### src/rtl/serial_alu_sequencer_pkg.sv
// Shared encodings for the bit-serial ALU: control words, slice op codes,
// sequencer states and the signed less-than helper.
package serial_alu_sequencer_pkg;

  localparam logic [3:0] ALU_AND = 4'b0000;
  localparam logic [3:0] ALU_OR  = 4'b0001;
  localparam logic [3:0] ALU_ADD = 4'b0010;
  localparam logic [3:0] ALU_SUB = 4'b0110;
  localparam logic [3:0] ALU_SLT = 4'b0111;
  localparam logic [3:0] ALU_NOR = 4'b1100;

  typedef enum logic [1:0] {
    OP_AND  = 2'b00,
    OP_OR   = 2'b01,
    OP_SUM  = 2'b10,
    OP_LESS = 2'b11
  } alu_op_e;

  typedef struct packed {
    logic    ainvert;
    logic    binvert;
    alu_op_e op;
  } alu_ctl_t;

  localparam logic [1:0] ST_IDLE   = 2'b00;
  localparam logic [1:0] ST_RUN    = 2'b01;
  localparam logic [1:0] ST_FINISH = 2'b10;

  // Sign of (a - b) corrected for overflow: sum_msb XOR overflow.
  function automatic logic slt_set(input logic sum_msb, input logic c_in_msb,
                                   input logic c_out);
    return sum_msb ^ (c_in_msb ^ c_out);
  endfunction

endpackage

### src/rtl/serial_alu_sequencer_if.sv
// Operand/result bus between the operand stage (master) and the serial ALU (slave).
interface serial_alu_sequencer_if #(
  parameter int WIDTH = 32
);
  logic             start;
  logic             ready;
  logic [WIDTH-1:0] a_in;
  logic [WIDTH-1:0] b_in;
  logic [3:0]       alu_ctl;
  logic [WIDTH-1:0] result;
  logic             zero;
  logic             cout;
  logic             overflow;
  logic             done;

  modport master (
    output start, a_in, b_in, alu_ctl,
    input  ready, result, zero, cout, overflow, done
  );

  modport slave (
    input  start, a_in, b_in, alu_ctl,
    output ready, result, zero, cout, overflow, done
  );
endinterface

### src/rtl/serial_alu_slice.sv
// Combinational 1-bit ALU slice: AND / OR / full-add of optionally inverted inputs.
module serial_alu_slice
  import serial_alu_sequencer_pkg::*;
(
  input  logic    a,
  input  logic    b,
  input  logic    ainvert,
  input  logic    binvert,
  input  alu_op_e op,
  input  logic    cin,
  output logic    result,
  output logic    sum,
  output logic    cout
);

  logic a_eff_s;
  logic b_eff_s;

  // Bit function; the less-than path has no per-bit value here, the sequencer forms it.
  always_comb begin
    a_eff_s = a ^ ainvert;
    b_eff_s = b ^ binvert;
    sum     = a_eff_s ^ b_eff_s ^ cin;
    cout    = (a_eff_s & b_eff_s) | (a_eff_s & cin) | (b_eff_s & cin);
    case (op)
      OP_AND:  result = a_eff_s & b_eff_s;
      OP_OR:   result = a_eff_s | b_eff_s;
      OP_SUM:  result = sum;
      OP_LESS: result = 1'b0;
      default: result = 1'b0;
    endcase
  end

endmodule

### src/rtl/serial_alu_sequencer.sv
// Bit-serial N-bit ALU: feeds one slice LSB first, holding the carry between
// cycles, and publishes result/flags with a one-cycle done pulse.
module serial_alu_sequencer
  import serial_alu_sequencer_pkg::*;
#(
  parameter int WIDTH = 32
) (
  input logic                   clk,
  input logic                   reset,
  serial_alu_sequencer_if.slave bus
);

  localparam int             CW       = (WIDTH > 2) ? $clog2(WIDTH) : 1;
  localparam logic [CW-1:0]  CNT_LAST = CW'(WIDTH - 1);
  localparam logic [CW-1:0]  CNT_ONE  = CW'(1);

  logic [1:0]       state_r;
  alu_ctl_t         ctl_r;
  logic [WIDTH-1:0] a_r;
  logic [WIDTH-1:0] b_r;
  logic [WIDTH-1:0] shreg_r;
  logic [CW-1:0]    cnt_r;
  logic             carry_r;
  logic             c_in_msb_r;
  logic             sum_msb_r;
  logic             ready_r;
  logic             done_r;
  logic [WIDTH-1:0] result_r;
  logic             zero_r;
  logic             cout_r;
  logic             ovf_r;

  logic             slice_res_s;
  logic             slice_sum_s;
  logic             slice_cout_s;
  logic             bit_s;
  logic             arith_s;
  logic             set_s;
  logic [WIDTH-1:0] final_s;

  serial_alu_slice u_slice (
    .a       (a_r[0]),
    .b       (b_r[0]),
    .ainvert (ctl_r.ainvert),
    .binvert (ctl_r.binvert),
    .op      (ctl_r.op),
    .cin     (carry_r),
    .result  (slice_res_s),
    .sum     (slice_sum_s),
    .cout    (slice_cout_s)
  );

  // Bit to shift in, and the final result/flag terms used in FINISH.
  always_comb begin
    arith_s = (ctl_r.op == OP_SUM) || (ctl_r.op == OP_LESS);
    set_s   = slt_set(sum_msb_r, c_in_msb_r, carry_r);
    if (ctl_r.op == OP_LESS) begin
      bit_s   = slice_sum_s;
      final_s = {{(WIDTH-1){1'b0}}, set_s};
    end else begin
      bit_s   = slice_res_s;
      final_s = shreg_r;
    end
  end

  // Sequencer FSM, operand shifters, bit counter and registered outputs.
  always_ff @(posedge clk) begin
    if (reset) begin
      state_r    <= ST_IDLE;
      ctl_r      <= alu_ctl_t'(4'b0000);
      a_r        <= '0;
      b_r        <= '0;
      shreg_r    <= '0;
      cnt_r      <= '0;
      carry_r    <= 1'b0;
      c_in_msb_r <= 1'b0;
      sum_msb_r  <= 1'b0;
      ready_r    <= 1'b1;
      done_r     <= 1'b0;
      result_r   <= '0;
      zero_r     <= 1'b0;
      cout_r     <= 1'b0;
      ovf_r      <= 1'b0;
    end else begin
      done_r <= 1'b0;
      case (state_r)
        ST_IDLE: begin
          if (bus.start) begin
            a_r     <= bus.a_in;
            b_r     <= bus.b_in;
            ctl_r   <= alu_ctl_t'(bus.alu_ctl);
            carry_r <= bus.alu_ctl[2];
            cnt_r   <= '0;
            ready_r <= 1'b0;
            state_r <= ST_RUN;
          end
        end
        ST_RUN: begin
          // Operands shift right so the slice always sees bit cnt_r at position 0.
          a_r     <= a_r >> 1;
          b_r     <= b_r >> 1;
          shreg_r <= {bit_s, shreg_r[WIDTH-1:1]};
          carry_r <= slice_cout_s;
          cnt_r   <= cnt_r + CNT_ONE;
          if (cnt_r == CNT_LAST) begin
            c_in_msb_r <= carry_r;
            sum_msb_r  <= slice_sum_s;
            state_r    <= ST_FINISH;
          end
        end
        ST_FINISH: begin
          result_r <= final_s;
          zero_r   <= (final_s == '0);
          cout_r   <= arith_s ? carry_r : 1'b0;
          ovf_r    <= arith_s ? (c_in_msb_r ^ carry_r) : 1'b0;
          done_r   <= 1'b1;
          ready_r  <= 1'b1;
          state_r  <= ST_IDLE;
        end
        default: begin
          ready_r <= 1'b1;
          state_r <= ST_IDLE;
        end
      endcase
    end
  end

  assign bus.ready    = ready_r;
  assign bus.done     = done_r;
  assign bus.result   = result_r;
  assign bus.zero     = zero_r;
  assign bus.cout     = cout_r;
  assign bus.overflow = ovf_r;

endmodule

### src/flat_wrapper.sv
// flat-port wrapper written by rule: the top's interface ports become plain ports
module serial_alu_sequencer_flat import serial_alu_sequencer_pkg::*;
#(
  parameter int WIDTH = 32
)
  (clk, reset, bus_start, bus_a_in, bus_b_in, bus_alu_ctl, bus_ready, bus_result, bus_zero, bus_cout, bus_overflow, bus_done);
  serial_alu_sequencer_if #(.WIDTH(WIDTH)) bus_i ();
  input logic clk;
  input logic reset;
  input wire logic [$bits(bus_i.start)-1:0] bus_start;
  input wire logic [$bits(bus_i.a_in)-1:0] bus_a_in;
  input wire logic [$bits(bus_i.b_in)-1:0] bus_b_in;
  input wire logic [$bits(bus_i.alu_ctl)-1:0] bus_alu_ctl;
  output wire logic [$bits(bus_i.ready)-1:0] bus_ready;
  output wire logic [$bits(bus_i.result)-1:0] bus_result;
  output wire logic [$bits(bus_i.zero)-1:0] bus_zero;
  output wire logic [$bits(bus_i.cout)-1:0] bus_cout;
  output wire logic [$bits(bus_i.overflow)-1:0] bus_overflow;
  output wire logic [$bits(bus_i.done)-1:0] bus_done;
  assign bus_i.start = bus_start;
  assign bus_i.a_in = bus_a_in;
  assign bus_i.b_in = bus_b_in;
  assign bus_i.alu_ctl = bus_alu_ctl;
  assign bus_ready = bus_i.ready;
  assign bus_result = bus_i.result;
  assign bus_zero = bus_i.zero;
  assign bus_cout = bus_i.cout;
  assign bus_overflow = bus_i.overflow;
  assign bus_done = bus_i.done;
  serial_alu_sequencer #(.WIDTH(WIDTH)) u_core (.clk(clk), .reset(reset), .bus(bus_i));
endmodule
### config.mk
export PLATFORM = sky130hd
export DESIGN_NAME = serial_alu_sequencer_flat
export DESIGN_NICKNAME = d
export VERILOG_FILES = /design/src/rtl/serial_alu_sequencer_pkg.sv /design/src/rtl/serial_alu_sequencer_if.sv /design/src/rtl/serial_alu_slice.sv /design/src/rtl/serial_alu_sequencer.sv /design/src/flat_wrapper.sv
export SDC_FILE = /design/constraint.sdc
export NUM_CORES = 1
export LEC_CHECK = 0
export ABC_AREA = 1
export BUFFER_PORTS_ARGS = -buffer_cell sky130_fd_sc_hd__buf_4
export CORE_MARGIN = 5
export CORE_UTILIZATION = 34
export CTS_CLUSTER_DIAMETER = 40
export DETAILED_ROUTE_END_ITERATION = 10
export PLACE_DENSITY = 0.55
export SYNTH_ARGS = -nofsm -noshare
export SYNTH_HDL_FRONTEND = slang
export SYNTH_SLANG_ARGS = --single-unit
### constraint.sdc
create_clock -name clk -period 2.4 [get_ports clk]
set_input_delay 0.12 -clock clk [delete_from_list [all_inputs] [get_ports clk]]
set_output_delay 0.12 -clock clk [all_outputs]
set_load 0.03 [all_outputs]
Word-level counts from Yosys, hierarchy flattened
Index checks and enable logic that the tools add are counted.
W data, S select, Z words.

word-level totals
  register bits after elaboration = 147
  latch bits = 0
  bits in writable memories = 0
  memory bits (read-only) = 0
  bits of input ports = 71
  output and inout port bits = 37
  memories = 0

operators by class
  add/subtract/negate cells = 1
  $mul = 0
  div/mod/pow operators = 0
  magnitude comparators = 0
  equal/unequal tests = 8
  shift operators = 0
  multiplexer cells = 19
  bitwise operators = 13
  reductions and logical operators = 10

operator list
  cell                   number
  $pmux W32 S2           2
  $mux W32               3
  $logic_not A32 Y1      1
  $pmux W5 S2            1
  $reduce_and A2 Y1      5
  $eq A2 B2 Y1 const B   3
  $mux W1                6
  $xor A1 B1 Y1          6
  $add A5 B1 Y5 const B  1
  $eq A5 B5 Y1 const B   1
  $mux W5                1
  $eq A2 B1 Y1 const B   2
  $logic_not A2 Y1       2
  $mux W2                2
  $pmux W1 S2            2
  $pmux W2 S2            1
  $and A1 B1 Y1          3
  $or A1 B1 Y1           3
  $pmux W1 S3            1
  $ne A2 B1 Y1 const B   1
  $ne A2 B2 Y1 const B   1
  $reduce_bool A2 Y1     1
  $logic_or A1 B1 Y1     1
  $not A1 Y1             1

Logic depth before layout (Yosys ltp)
  depth after elaboration = 5
  gate-level depth with buffers = 10
  mapped depth without buffers = 9

Modules after synthesis
From an unflattened synthesis, not the netlist that was laid out.

second synthesis, totals
  cell total of the unflattened synthesis = 783
  area, all modules = 5993.2 um^2

modules (own cells, without submodules)
  module                times used  cells an instance  area each (um^2)  sequential area each (um^2)
  serial_alu_sequencer  1           765                5879.4            2942.8
  serial_alu_slice      1           18                 113.9             0.0

Worst setup path after synthesis
OpenSTA, ideal clock, no wires.

  path kind = reg-to-reg
  start point = register u_core.ctl_r[3] (netlist bit)
  end point = register u_core.shreg_r[31]
  setup time = 74 ps
  arrival time = 1494 ps
  required time = 2326 ps
  setup slack = 832 ps
  cell stages (with the launch flop) = 8
  path through = dfxtp_1 -> xnor2_1 -> inv_1 -> fa_1 -> a21oi_1 -> o21ai_0 -> nand2_1 -> a31oi_1

between the ends
  longest elaborated chain between the ends = 5
  elaborated cells between the ends (all ways) = 7
  classes of those cells = mux (2); bitwise (5)

ends and longest elaborated chain
  item                            line                         RTL
  start, declared                 serial_alu_sequencer.sv:18   alu_ctl_t ctl_r;
  start signal, assigned          serial_alu_sequencer.sv:70   ctl_r <= alu_ctl_t'(4'b0000);
  start signal, assigned          serial_alu_sequencer.sv:91   ctl_r <= alu_ctl_t'(bus.alu_ctl);
  $xor A1 B1 Y1 (*)               serial_alu_slice.sv:21       a_eff_s = a ^ ainvert;
  $xor A1 B1 Y1 (*) (2 in a row)  serial_alu_slice.sv:23       sum = a_eff_s ^ b_eff_s ^ cin;
  named net u_core.slice_sum_s    serial_alu_sequencer.sv:34   logic slice_sum_s;
  $pmux W1 S3                     serial_alu_slice.sv:25       case (op)
  $mux W1 (*)                     serial_alu_sequencer.sv:57   if (ctl_r.op == OP_LESS) begin
  end signal, assigned            serial_alu_sequencer.sv:102  shreg_r <= {bit_s, shreg_r[WIDTH-1:1]};
  end, declared                   serial_alu_sequencer.sv:21   logic [WIDTH-1:0] shreg_r;

The timed path passes the listed nets; every way through them passes the cells marked *.
A chain may end at the register's enable or synchronous reset.

Worst setup path in the final report
  start point = register u_core.state_r[0]
  end point = register u_core.b_r[20]

between the ends
  longest elaborated chain between the ends = 3
  elaborated cells between the ends (all ways) = 6
  classes of those cells = eq/ne (2); mux (1); reduce/logical (3)

ends and longest elaborated chain
  item                                                          line                         RTL
  start, declared                                               serial_alu_sequencer.sv:17   logic [1:0] state_r;
  start signal, assigned                                        serial_alu_sequencer.sv:69   state_r <= ST_IDLE;
  start signal, assigned                                        serial_alu_sequencer.sv:95   state_r <= ST_RUN;
  start signal, assigned                                        serial_alu_sequencer.sv:108  state_r <= ST_FINISH;
  $eq A2 B1 Y1 or $logic_not A2 Y1 (tied branches)              serial_alu_sequencer.sv:86   case (state_r)
  $reduce_bool A2 Y1 (no line) or $ne A2 B2 Y1 (tied branches)  n/a
  $reduce_and A2 Y1 (no line)                                   n/a
  end signal, assigned                                          serial_alu_sequencer.sv:90   b_r <= bus.b_in;
  end signal, assigned                                          serial_alu_sequencer.sv:101  b_r <= b_r >> 1;
  end, declared                                                 serial_alu_sequencer.sv:20   logic [WIDTH-1:0] b_r;

Parallel ways exist; a longest one is shown, timed or not.

==> key figures <==
Timing
  – Final Max Tran Viols: 0
  – Fin crit period: 1.82 ns
  – FMAX: 550 MHz
  – Setup TNS: 0 ns
  – Hold Fails Final Rpt: 0
  – RSZ-0062 raised after global routing: false
  – Slew headroom: 69.0%
  – Final period utilization: 75.8%
  – Final setup viols: 0
  – Clk_skew: 0.00573 ns
  – Least-Margin Pin Slew: 0.466 ns

Setup path
  – Critical path launch point: u_core.state_r[0]
  – Critical path data required time: 2.74 ns
  – CP cell instances: inv_2, nor2_4, nor2_4, inv_4, buf_4, o21ai_0, a31oi_1
  – R2r worst-path depth: 7
  – Worst Setup EP: u_core.b_r[20]
  – Worst Path Class, Setup: reg2reg
  – Reg2reg setup slack: 0.58 ns
  – Critical Path Sink Type: flop
  – Critical R2R Capture: u_core.b_r[20]
  – Crit-path slowest cell: dfxtp_1
  – Crit path DAT: 2.16 ns
  – Crit-path max cell delay: 0.46 ns
  – Worst setup SP type: flop
  – R2r startpoint: u_core.state_r[0]
  – Crit-path max FO: 55
  – Crit path top cell by count: nor2_4

Logic synthesis
  – Synthesis-stage register bit count: 147
  – Count of unique library cells instantiated by Yosys: 24
  – Yosys warns: 0
  – Post-synth EDFFs: 0
  – Largest area contributor in the netlist: dfxtp_1
  – Syn Area/Cell: 7.63 um2
  – Syn Inst Count: 782
  – Ys async rst share: 0%
  – Predominant post-synthesis flop cell: dfxtp_1
  – Top post-synthesis cells by area: dfxtp_1 49%, nand2_1 13%, o21ai_0 11%
  – Top cell type's share of synthesized area: 49.3%
  – Seq/Total Area, Yosys: 49.3%
  – Top-count cell post-synth: nand2_1
  – Post-synthesis net count: 862
  – Synth Cell Area: 5960 um2
  – Synth top cells by count: 199 x nand2_1, 147 x dfxtp_1, 135 x o21ai_0

Drt
  – Total number of vias: 5515
  – DRT Pass-1 Iters: 5
  – Vias per cell: 4.71
  – # DRC: 0
  – DRT Wirelength: 14.6 mm
  – WL/cell: 12.5 um
  – 1st-iter DRT viols: 321
  – Antenna-violating nets left: 0

Clock network
  – Clk root buf: clkbuf_16
  – CTS clk-pin slew, worst paths: 0.06 ns
  – Worst skew pair latency: 0.41 ns
  – Sink Count: 147
  – CTS tree: yes
  – Num CTS Buffers: 17
  – Max clock buf depth: 2
  – Number of H-tree levels: 4
  – PostCTS Resize Cnt: 0

Hold path
  – Worst min-delay path category: in2reg

GRT
  – First-pass GRT wire length: 24.8 mm
  – Vias in the first global route: 5123
  – Largest net degree at the start of global routing: 73
  – All-layer global routing usage: 14.7%
  – Grt total ovfl: 0
  – Initial antenna violation count: 0

Placed design
  – I/O Buffers: 107
  – Post-DP HPWL: 8.88 mm
  – Gpl congestion: 0.722
  – Placed Area: 6890 um2

Power
  – Power Density: 768 nW/um2
  – Power Total: 6.32 mW
  – Pleak: 3.50 nW
  – Worst VDD drop: 0.470 mV

Layout
  – Nets: 1013
  – Post-layout util: 47.7%
  – Final Instance Area: 8230 um2
  – Area Overhead vs Synth: 38.0%
  – Ratio of cells with drive above 1 in the final layout: 16.8%
  – Antenna diodes: 0

Floorplan
  – I/O Pins: 108
  – Die height: 142 um
  – Die Width: 142 um
  – Core ar.: 17200 um2
  – Initial Util: 34.6%
  – Rows: 48
  – Full die area: 20300 um2

Job
  – Max Cap Viol: 0

Status
  – Status: completed
-- power by group --
group          switching, mW  total, mW  internal [mW]
Clock                   1.04       2.83           1.79
Combinational          0.416      0.768          0.352
Sequential             0.101       2.72           2.62
Total                   1.56       6.32           4.76
-- stage by stage --
stage,hold slack [ns],std cells,setup WS [ns]
2_1_floorplan,0.189,782,0.832
3_3_place_gp,0.363,1068,0.623
3_5_place_dp,0.372,1068,0.568
4_1_cts,0.122,1170,0.561
5_1_grt,0.157,1170,0.313
6_report,0.121,1170,0.580
-- what timing repair did --
action                                 4_1_cts  5_1_grt
buffers inserted                             0        0
endpoints found under the hold margin       70        0
hold buffers                                71        0
-- worst max-delay path, delay by kind of cell (launching register included) --
| family | cells | cell delay [ns] |
|---|---|---|
| AO/OA/AOI/OAI | 2 | 0.29 |
| flip-flops | 1 | 0.46 |
| AND/OR/NAND/NOR | 2 | 0.43 |
| buffers and inverters | 3 | 0.53 |
-- cell families after synthesis --
kind of cell,after synthesis,share of synthesized area (%)
AND/OR/NAND/NOR,287,18.8
AO/OA/AOI/OAI,255,22.9
flip-flops,147,49.3
buffers and inverters,82,6.65
adder cells (fa/ha/maj),9,2.01
XOR/XNOR,2,0.294
-- state kept, by name (all words and copies together), names as in the netlist, 2 cells and up --
register / count
u_core.state_r: 2
u_core.b_r: 32
u_core.bus.result: 32
u_core.ctl_r: 4
u_core.shreg_r: 32
u_core.a_r: 32
u_core.cnt_r: 5
-- per-layer routing --
metal  vias to the layer above  global-route usage (%)  part of all wire [%]
met1                      2461                    21.1                    51
met4                         0                    5.00                   1.3
met5                         -                       0                     0
met3                        15                    3.06                   4.7
li1                       2930                       -                     -
met2                       109                    21.9                    43
-- layout make-up --
| cell class | instances | area, um2 |
|---|---|---|
| clock inverters | 12 | 179 |
| inverters | 24 | 93.8 |
| well taps | 225 | 282 |
| multi-input cells | 553 | 2620 |
| clock buffers | 19 | 453 |
| flip-flops and latches | 147 | 2940 |
| fillers | 1721 | 9010 |
| repair buffers | 190 | 1650 |
-- worst min-delay path by stage --
stage / slack (ns) / start / depth (start not counted) / to
2_1_floorplan: 0.19 / reset / 1 / u_core.cnt_r[1]
3_3_place_gp: 0.36 / bus_alu_ctl[3] / 3 / u_core.ctl_r[3]
3_5_place_dp: 0.37 / bus_alu_ctl[3] / 3 / u_core.ctl_r[3]
4_1_cts: 0.12 / bus_start / 4 / u_core.bus.ready
5_1_grt: 0.16 / bus_start / 4 / u_core.bus.ready
6_report: 0.12 / bus_start / 4 / u_core.bus.ready
-- placed cells by master, fill, tap and decap left out, types with 2 or more instances in the layout --
cell type,count
a31oi_1,64
clkbuf_16,17
ha_1,8
a21oi_1,51
clkinvlp_4,3
dlygate4sd3_1,71
o21a_1,3
nor2_1,78
o21ai_0,135
bufinv_16,4
buf_4,115
clkbuf_8,2
dfxtp_1,147
nand3_1,5
inv_2,3
inv_1,19
nand2_1,199
xnor2_1,2
clkinv_2,3
nor2_4,3
buf_12,4
inv_6,2
(Power assumes the default switching activity.)
